===== src/rtl/output_driver_sequencer.sv =====
// Output driver command sequencer.
// Turns one accepted request into the ordered command burst on the shared
// 32-bit driver command bus: SET_DELAY, SET_WIDTH, optional SET_PATTERN
// words (fetched from the pattern source), then SET_MODE. After SET_MODE the
// block stays busy for SETTLE_CYCLES so the mode toggle can cross into the
// EVR domain before another request can be taken.
//
// Timing model: the state register holds the "current command"; every bus
// output is registered from it, so a command's strobe appears one cycle after
// its state is entered. The pattern address is the exception: it is the live
// word counter, so it is already presented while PAT_FETCH is the current
// state and the 1-cycle-latency pattern data is ready at the PAT_WRITE edge.
module output_driver_sequencer #(
    parameter int NUM_CHANNELS          = 8,
    parameter int CHANNEL_WIDTH         = 3,
    parameter int SERDES_WIDTH          = 4,
    parameter int PATTERN_ADDRESS_WIDTH = 13,
    parameter int SETTLE_CYCLES         = 8
) (
    input  logic                             sysClk,
    input  logic                             sysReset_n,
    input  logic                             reqValid,
    output logic                             reqReady,
    input  logic [CHANNEL_WIDTH-1:0]         reqChannel,
    input  logic [1:0]                       reqMode,
    input  logic [25:0]                      reqDelayInfo,
    input  logic [23:0]                      reqWidthInfo,
    input  logic [PATTERN_ADDRESS_WIDTH-1:0] reqPatternLast,
    output logic [PATTERN_ADDRESS_WIDTH-1:0] patAddr,
    input  logic [SERDES_WIDTH-1:0]          patData,
    output logic [NUM_CHANNELS-1:0]          csrStrobe,
    output logic [31:0]                      gpioOut,
    output logic                             busy,
    output logic                             done,
    output logic                             badChannel
);

    localparam int SETTLE_W = (SETTLE_CYCLES > 1) ? $clog2(SETTLE_CYCLES) : 1;
    localparam logic [SETTLE_W-1:0] SETTLE_LAST = SETTLE_W'(SETTLE_CYCLES - 1);
    localparam logic [31:0] NUM_CH_U = 32'(NUM_CHANNELS);

    typedef enum logic [2:0] {
        ST_IDLE,
        ST_DELAY,
        ST_WIDTH,
        ST_PAT_FETCH,
        ST_PAT_WRITE,
        ST_MODE,
        ST_SETTLE
    } state_t;

    // Sequencing state and captured request
    state_t                             state_q, state_d;
    logic [1:0]                         mode_q, mode_d;
    logic [CHANNEL_WIDTH-1:0]           chan_q, chan_d;
    logic [25:0]                        delay_q, delay_d;
    logic [23:0]                        width_q, width_d;
    logic [PATTERN_ADDRESS_WIDTH-1:0]   last_q, last_d;
    logic [PATTERN_ADDRESS_WIDTH-1:0]   pat_addr_q, pat_addr_d;
    logic [SETTLE_W-1:0]                settle_q, settle_d;

    // Registered outputs
    logic                               req_ready_q, req_ready_d;
    logic                               busy_q, busy_d;
    logic [NUM_CHANNELS-1:0]            strobe_q, strobe_d;
    logic [31:0]                        gpio_q, gpio_d;
    logic                               done_q, done_d;
    logic                               bad_q, bad_d;

    logic                               accept;
    logic [31:0]                        chan_wide;
    logic                               channel_ok;
    logic [NUM_CHANNELS-1:0]            chan_onehot;
    logic [31:0]                        cmd_word;
    logic                               cmd_strobe;

    assign accept     = reqValid & req_ready_q;
    assign chan_wide  = 32'(chan_q);
    assign channel_ok = (chan_wide < NUM_CH_U);

    // One-hot strobe pattern for the captured channel; out-of-range gives all zero
    for (genvar gi = 0; gi < NUM_CHANNELS; gi++) begin : g_onehot
        assign chan_onehot[gi] = (chan_wide == 32'(gi));
    end

    // State register plus captured request fields
    always_ff @(posedge sysClk or negedge sysReset_n) begin
        if (!sysReset_n) begin
            state_q    <= ST_IDLE;
            mode_q     <= '0;
            chan_q     <= '0;
            delay_q    <= '0;
            width_q    <= '0;
            last_q     <= '0;
            pat_addr_q <= '0;
            settle_q   <= '0;
        end else begin
            state_q    <= state_d;
            mode_q     <= mode_d;
            chan_q     <= chan_d;
            delay_q    <= delay_d;
            width_q    <= width_d;
            last_q     <= last_d;
            pat_addr_q <= pat_addr_d;
            settle_q   <= settle_d;
        end
    end

    // Next-state logic: walks the command burst and the settle countdown
    always_comb begin
        state_d    = state_q;
        mode_d     = mode_q;
        chan_d     = chan_q;
        delay_d    = delay_q;
        width_d    = width_q;
        last_d     = last_q;
        pat_addr_d = pat_addr_q;
        settle_d   = settle_q;
        case (state_q)
            ST_IDLE: begin
                if (accept) begin
                    state_d    = ST_DELAY;
                    mode_d     = reqMode;
                    chan_d     = reqChannel;
                    delay_d    = reqDelayInfo;
                    width_d    = reqWidthInfo;
                    last_d     = reqPatternLast;
                    pat_addr_d = '0;
                end
            end
            ST_DELAY: state_d = ST_WIDTH;
            ST_WIDTH: state_d = mode_q[1] ? ST_PAT_FETCH : ST_MODE;
            ST_PAT_FETCH: state_d = ST_PAT_WRITE;
            ST_PAT_WRITE: begin
                // Stop on the last word rather than wrapping, so an all-ones
                // last address covers the whole pattern RAM exactly once.
                if (pat_addr_q == last_q) begin
                    state_d = ST_MODE;
                end else begin
                    state_d    = ST_PAT_FETCH;
                    pat_addr_d = pat_addr_q + PATTERN_ADDRESS_WIDTH'(1);
                end
            end
            ST_MODE: begin
                state_d  = ST_SETTLE;
                settle_d = '0;
            end
            ST_SETTLE: begin
                if (settle_q == SETTLE_LAST) begin
                    state_d = ST_IDLE;
                end else begin
                    settle_d = settle_q + SETTLE_W'(1);
                end
            end
            default: state_d = ST_IDLE;
        endcase
    end

    // Output decode: command word for the current state, handshake and pulses
    always_comb begin
        cmd_word   = '0;
        cmd_strobe = 1'b0;
        case (state_q)
            ST_DELAY: begin
                cmd_word   = {2'b01, 4'b0000, delay_q};
                cmd_strobe = 1'b1;
            end
            ST_WIDTH: begin
                cmd_word   = {2'b10, 6'b000000, width_q};
                cmd_strobe = 1'b1;
            end
            ST_PAT_WRITE: begin
                cmd_word[31:30]                        = 2'b11;
                cmd_word[10 +: PATTERN_ADDRESS_WIDTH]  = pat_addr_q;
                cmd_word[0 +: SERDES_WIDTH]            = patData;
                cmd_strobe                             = 1'b1;
            end
            ST_MODE: begin
                cmd_word   = {30'd0, mode_q};
                cmd_strobe = 1'b1;
            end
            default: begin
                cmd_word   = '0;
                cmd_strobe = 1'b0;
            end
        endcase
        // A bad channel runs the same timing but never drives the bus.
        strobe_d = (cmd_strobe && channel_ok) ? chan_onehot : '0;
        gpio_d   = (cmd_strobe && channel_ok) ? cmd_word : 32'd0;
        done_d   = (state_q == ST_SETTLE) && (settle_q == SETTLE_LAST);
        bad_d    = done_d && !channel_ok;
        // Ready drops in the cycle right after an accept so a held reqValid
        // is never taken twice, and rises one cycle after the done pulse.
        req_ready_d = (state_q == ST_IDLE) && (state_d == ST_IDLE);
        busy_d      = ~req_ready_d;
    end

    // Output registers
    always_ff @(posedge sysClk or negedge sysReset_n) begin
        if (!sysReset_n) begin
            req_ready_q <= 1'b1;
            busy_q      <= 1'b0;
            strobe_q    <= '0;
            gpio_q      <= '0;
            done_q      <= 1'b0;
            bad_q       <= 1'b0;
        end else begin
            req_ready_q <= req_ready_d;
            busy_q      <= busy_d;
            strobe_q    <= strobe_d;
            gpio_q      <= gpio_d;
            done_q      <= done_d;
            bad_q       <= bad_d;
        end
    end

    assign reqReady   = req_ready_q;
    assign busy       = busy_q;
    assign csrStrobe  = strobe_q;
    assign gpioOut    = gpio_q;
    assign done       = done_q;
    assign badChannel = bad_q;
    assign patAddr    = pat_addr_q;

endmodule


===== config.mk =====
export PLATFORM = sky130hd
export DESIGN_NAME = output_driver_sequencer
export DESIGN_NICKNAME = d
export VERILOG_FILES = /design/src/rtl/output_driver_sequencer.sv
export SDC_FILE = /design/constraint.sdc
export NUM_CORES = 1
export LEC_CHECK = 0
export ABC_CLOCK_PERIOD_IN_PS = 3100
export BUFFER_PORTS_ARGS = -buffer_cell sky130_fd_sc_hd__buf_4
export CAP_MARGIN = 20
export CORE_UTILIZATION = 25
export DETAILED_ROUTE_END_ITERATION = 8
export GPL_ROUTABILITY_DRIVEN = 0
export PLACE_DENSITY = 0.53
export SYNTH_ARGS = -nofsm -noshare
export SYNTH_HDL_FRONTEND = slang
export SYNTH_SLANG_ARGS = --single-unit

===== constraint.sdc =====
create_clock -name sysClk -period 3.1 [get_ports sysClk]
set_clock_uncertainty 0.15 [all_clocks]
set_input_delay 0.465 -clock sysClk [delete_from_list [all_inputs] [get_ports sysClk]]
set_output_delay 0.465 -clock sysClk [all_outputs]
set_load 0.01 [all_outputs]

Word level (Yosys, flattened, before mapping)
Cells that the tools add are included.
{"block": "word_totals", "ff_bits": 131, "latch_bits": 0, "ramBits": 0, "romBits": 0, "in_bits": 75, "out_inout_bits": 57, "wordCells": 69, "memories": 0}
{"block": "op_classes", "addsub": 2, "n_mul": 0, "div_mod_pow": 0, "magnitude_cmp": 1, "n_eq_ne": 18, "n_shift": 0, "n_mux": 18, "bitwise_logic": 2, "n_reduce_logical": 14}
{"cell": "$pmux 13 s3", "count": 1}
{"cell": "$logic_not 32->1", "count": 1}
{"cell": "$mux 32", "count": 1}
{"cell": "$mux 13", "count": 2}
{"cell": "$pmux 13 s2", "count": 1}
{"cell": "$eq 3x3->1 const B", "count": 8}
{"cell": "$pmux 3 s7", "count": 1}
{"cell": "$pmux 4 s4", "count": 1}
{"cell": "$mux 3", "count": 5}
{"cell": "$add 13x1->13 const B", "count": 1}
{"cell": "$eq 13x13->1", "count": 1}
{"cell": "$eq 3x2->1 const B", "count": 4}
{"cell": "$pmux 3 s2", "count": 2}
{"cell": "$pmux 6 s2", "count": 1}
{"cell": "$mux 8", "count": 1}
{"cell": "$eq 3x1->1 const B", "count": 2}
{"cell": "$logic_not 3->1", "count": 2}
{"cell": "$ne 2x2->1 const B", "count": 3}
{"cell": "$pmux 2 s3", "count": 1}
{"cell": "$logic_and 1x1->1", "count": 4}
{"cell": "$lt 3x4->1 const B", "count": 1}
{"cell": "$reduce_and 2->1", "count": 2}
{"cell": "$reduce_bool 2->1", "count": 2}
{"cell": "$reduce_or 4->1", "count": 1}
{"cell": "other kinds (6)", "count": 6}

Logic depth before layout (Yosys ltp)
{"block": "logic_depth", "ltp_word": 6, "ltp_mapped": 8, "depth_no_buf": 6}

Worst setup path after synthesis
No wires, ideal clock.
{"block": "synth_timing", "path_type": "flip-flop to flip-flop", "startpoint": "reg pat_addr_q[4] (netlist: patAddr[4])", "endpoint": "reg pat_addr_q[2] (netlist: patAddr[2])", "setup_time_ns": 0.126, "t_arrival_ns": 1.638, "t_required_ns": 2.824, "path_slack_ns": 1.186, "stages_incl_launch_ff": 8, "n_path_buf": 2, "synth_period_minus_slack_ns": 1.914, "cell_sequence": "dfrtp_1 > buf_6 > xnor2_2 > nand4_1 > nor4_4 > buf_6 > nor4b_1 > a311o_1"}
{"block": "synth_via", "elab_chain_len": 3}
{"element": "from (decl)", "line_no": "59", "source": "logic [PATTERN_ADDRESS_WIDTH-1:0] pat_addr_q, pat_addr_d;"}
{"element": "from (signal assigned)", "line_no": "104", "source": "pat_addr_q <= pat_addr_d;"}
{"element": "$eq 13x13->1", "line_no": "137", "source": "if (pat_addr_q == last_q) begin"}
{"element": "$ne 2x2->1 (no source line)"}
{"element": "$reduce_and 3->1 (no source line)"}
Every way passes these cells.
A chain may end at the register's enable or synchronous reset.

Worst setup path in the final report
{"block": "layout_timing", "startpoint": "reg pat_addr_q[8] (netlist: patAddr[8])", "endpoint": "reg pat_addr_q[11] (netlist: patAddr[11])"}
{"block": "layout_via", "elab_chain_len": 3, "word_cells_on_any_way": 6, "classes_between": "add/sub (1); eq/ne (2); mux (2); reduce/logical (1)"}
{"element": "$add 13x1->13 / $eq 13x13->1 (equally long branches)", "line_no": "141, 137"}
{"element": "$mux 13 / $ne 2x2->1 (equally long branches)"}
{"element": "$pmux 13 s2 / $reduce_and 3->1 (equally long branches)"}
Several ways; a longest one is shown, not always the timed one. The select of a mux whose other input is x is not followed.

==> flow_summary.ini <==
[synth]
ys_ff_latch = 126
netlist_instances = 568
synthDistinctLibCells = 43
yosys_most_used_dff = dfrtp_1
synth_edf_count = 0
syn_area_mm2 = 0.00536
synth-async-reset-ratio = 1.00
seq_area_frac_synth = 0.589
synth.avg_cell_area_um2 = 9.43
yosysWarningCount = 0

[drt]
firstDrtPassIters = 4
wl_per_cell_um = 15.1
vias = 4244
drt-initial-drc-count = 249
via_per_inst = 4.31
drcViolationCount = 0
final_antenna_net_count = 0
drt_wl_total_mm = 14.9

[sta]
fmax_mhz = 473
fin_crit_sh = 0.682
hold_viol_final = 0
final_max_slew_viol_count = 0
worst_slew_pin_slew_ns = 0.646
hold_ws_ns = 0.0846
fin_setup_tns_ns = 0
setup_ws_ns = 0.986
max_slew_margin = 0.569
rsz0062_at_grt = false
post-route-min-period_ns = 2.11
setup_viol = 0

[final_layout]
drive_above_1_share = 0.261
layout.cells.non_filler = 985
area_growth_pct = 35.3
fin_area_mm2 = 0.00725
final_core_utilization = 0.345
diodes = 0
nets = 775

[placed_design]
port_buffers = 126
dp.cells = 952
pre_cts_slack_ns = 0.983
placed_cell_area_mm2 = 0.00663
post-dp-hpwl_mm = 10.5

[clock_network]
clk_pin_slew_ns = 0.06
cts_sinks = 126
root_buffer = clkbuf_16
htreeDepth = 4
cts_max_path_buffers = 2
numCtsBuffers = 17
post_cts_buffers = 0
cts_tree = built
clk-insertion-delay-late_ns = 0.42

[power]
leakage_nw = 3.59
pwr-share-clk = 0.284
seq_power_share = 0.400
cellPowerDensity_mw_per_mm2 = 1000
combPwrFrac = 0.316
power.switching_mw = 2.54
p_sw_frac = 0.349
power.total_mw = 7.28
ir_drop_v = 0.000347
internal_power_mw = 4.74

[critical_path]
worstSetupStartpointType = register
cp.arrival_ns = 2.23
path_class = reg -> reg
path_max_fanout = 16
cp.required_ns = 3.21
worstSetupEndpointType = register

[outcome]
outcome = finished clean

[floorplan]
chipWidth_um = 148
die_y_um = 148
start_util = 0.255
core-area_mm2 = 0.0210
fp-row-count = 53
ios = 132
die_area_mm2 = 0.0220

[global_routing]
grt.overflow.total = 0
antenna_found_initial = 0
grt_pass1_wl_mm = 23.9
grt_max_degree = 52
grt_pass1_vias = 4325
grt_usage = 0.144

[hold_path]
hold_class = in -> reg

[run]
cap_violations = 0
path summary, 6_finish.rpt:
check,from,to,slack [ns],cells past startpoint
min in group asynchronous,sysReset_n,gpioOut[18],0.41,2
setup / recovery,patAddr[8],patAddr[11],0.99,6
max in group asynchronous,sysReset_n,reqReady,1.57,3
setup reg to reg,patAddr[8],patAddr[11],0.99,6
hold / removal,reqWidthInfo[3],width_q[3],0.08,3
hold reg to reg,delay_q[20],delay_q[20],0.32,2
cell families after synthesis:
| family | Yosys count | share of synthesized area |
|---|---|---|
| fa+ha+maj | 3 | 0.00701 |
| flops | 126 | 0.589 |
| simple gates | 302 | 0.237 |
| other cells | 1 | 0.000700 |
| xor+xnor | 15 | 0.0273 |
| buf+inv | 42 | 0.0413 |
| compound gates | 73 | 0.0869 |
| mux | 6 | 0.0117 |
per-layer routing:
layer / wire length (µm) / share of wire / vias to the layer above / GRT usage
li1: - / - / 2116 / -
met1: 7590 / 0.51 / 1982 / 0.209
met2: 6270 / 0.42 / 136 / 0.206
met3: 859 / 0.058 / 10 / 0.0420
met4: 131 / 0.0088 / 0 / 0.0402
met5: 0 / 0 / - / 0
critical path, stage by stage (launching register included):
cell	delay, ns
dfrtp_1	0.48
xnor2_1	0.21
nand4_1	0.18
nor4_4	0.46
buf_4	0.28
or4_1	0.13
a21oi_1	0.06
power by group through the flow:
stage / sequential, mW / clock, mW / combinational (mW)
global route: 3.02 / 2.18 / 2.60
detailed placement: 2.93 / 0 / 2.33
CTS: 2.92 / 2.11 / 2.34
global placement: 2.94 / 0 / 2.30
finish: 2.91 / 2.07 / 2.30
floorplan: 2.88 / 0 / 1.34
layout make-up:
class                      count  area (µm²)
inverter                       4        15.0
tap                          275         344
timing repair buffer         144        1110
clock buffer                  22         474
sequential                   126        3150
multi-input combinational    404        2010
fill                        2167       13800
clock inverter                10         136
layout by cell type, fill, tap and decap left out, types with 2 or more instances in the layout:
cell type | netlist | routed
clkbuf_8 | 0 | 3
and4_1 | 3 | 3
buf_4 | 5 | 140
nand4_1 | 3 | 3
mux2_2 | 2 | 2
mux2i_1 | 4 | 4
bufinv_16 | 0 | 3
nand2_1 | 241 | 241
o21ai_1 | 11 | 11
o211ai_1 | 3 | 3
nor3b_1 | 2 | 2
buf_12 | 0 | 2
dfrtp_1 | 125 | 125
conb_1 | 1 | 5
and2_1 | 2 | 2
o31ai_1 | 4 | 4
ha_1 | 3 | 3
o21a_1 | 2 | 2
a22oi_1 | 26 | 26
nor3_1 | 5 | 5
and3_1 | 6 | 5
clkinv_2 | 0 | 3
inv_1 | 3 | 3
or4_1 | 3 | 3
clkbuf_16 | 0 | 17
a21oi_1 | 7 | 7
clkinvlp_4 | 0 | 3
xnor2_1 | 13 | 13
clkbuf_1 | 16 | 2
nand3_1 | 4 | 3
nand2b_1 | 5 | 5
nor2b_1 | 3 | 2
or3_1 | 3 | 3
nor2_1 | 17 | 17
xnor2_2 | 2 | 2
o21ai_0 | 17 | 17
flip-flops by register name, summed over array words and instances (netlist names), 2 cells and up:
signal / cells
mode_q: 2
state_q: 3
delay_q: 26
settle_q: 3
csrStrobe: 8
chan_q: 3
last_q: 13
patAddr: 13
width_q: 24
gpioOut: 28
cells in the mapped netlist, types with 3 or more instances:
master / n / share of area
buf_2: 12 / 0.011
a22oi_1: 26 / 0.036
mux2i_1: 4 / 0.0075
nand4_1: 3 / 0.0035
inv_1: 3 / 0.0021
or4_1: 3 / 0.0042
o211ai_1: 3 / 0.0042
or3_1: 3 / 0.0035
nor2b_1: 3 / 0.0035
xnor2_1: 13 / 0.021
nand2_1: 241 / 0.17
ha_1: 3 / 0.0070
buf_4: 5 / 0.0070
o21ai_0: 17 / 0.016
a21oi_1: 7 / 0.0065
buf_6: 4 / 0.0084
nor3_1: 5 / 0.0047
nand3_1: 4 / 0.0037
o21ai_1: 11 / 0.010
and3_1: 6 / 0.0070
nand2b_1: 5 / 0.0058
clkbuf_1: 16 / 0.011
o31ai_1: 4 / 0.0056
dfrtp_1: 125 / 0.58
and4_1: 3 / 0.0049
nor2_1: 17 / 0.012
timing repair:
| action | CTS | global route |
|---|---|---|
| hold buffers | 1 | 0 |
| resized for setup | 0 | 0 |
| hold endpoints to repair | 48 | 0 |
No activity file was read; power rests on OpenSTA's default activity.
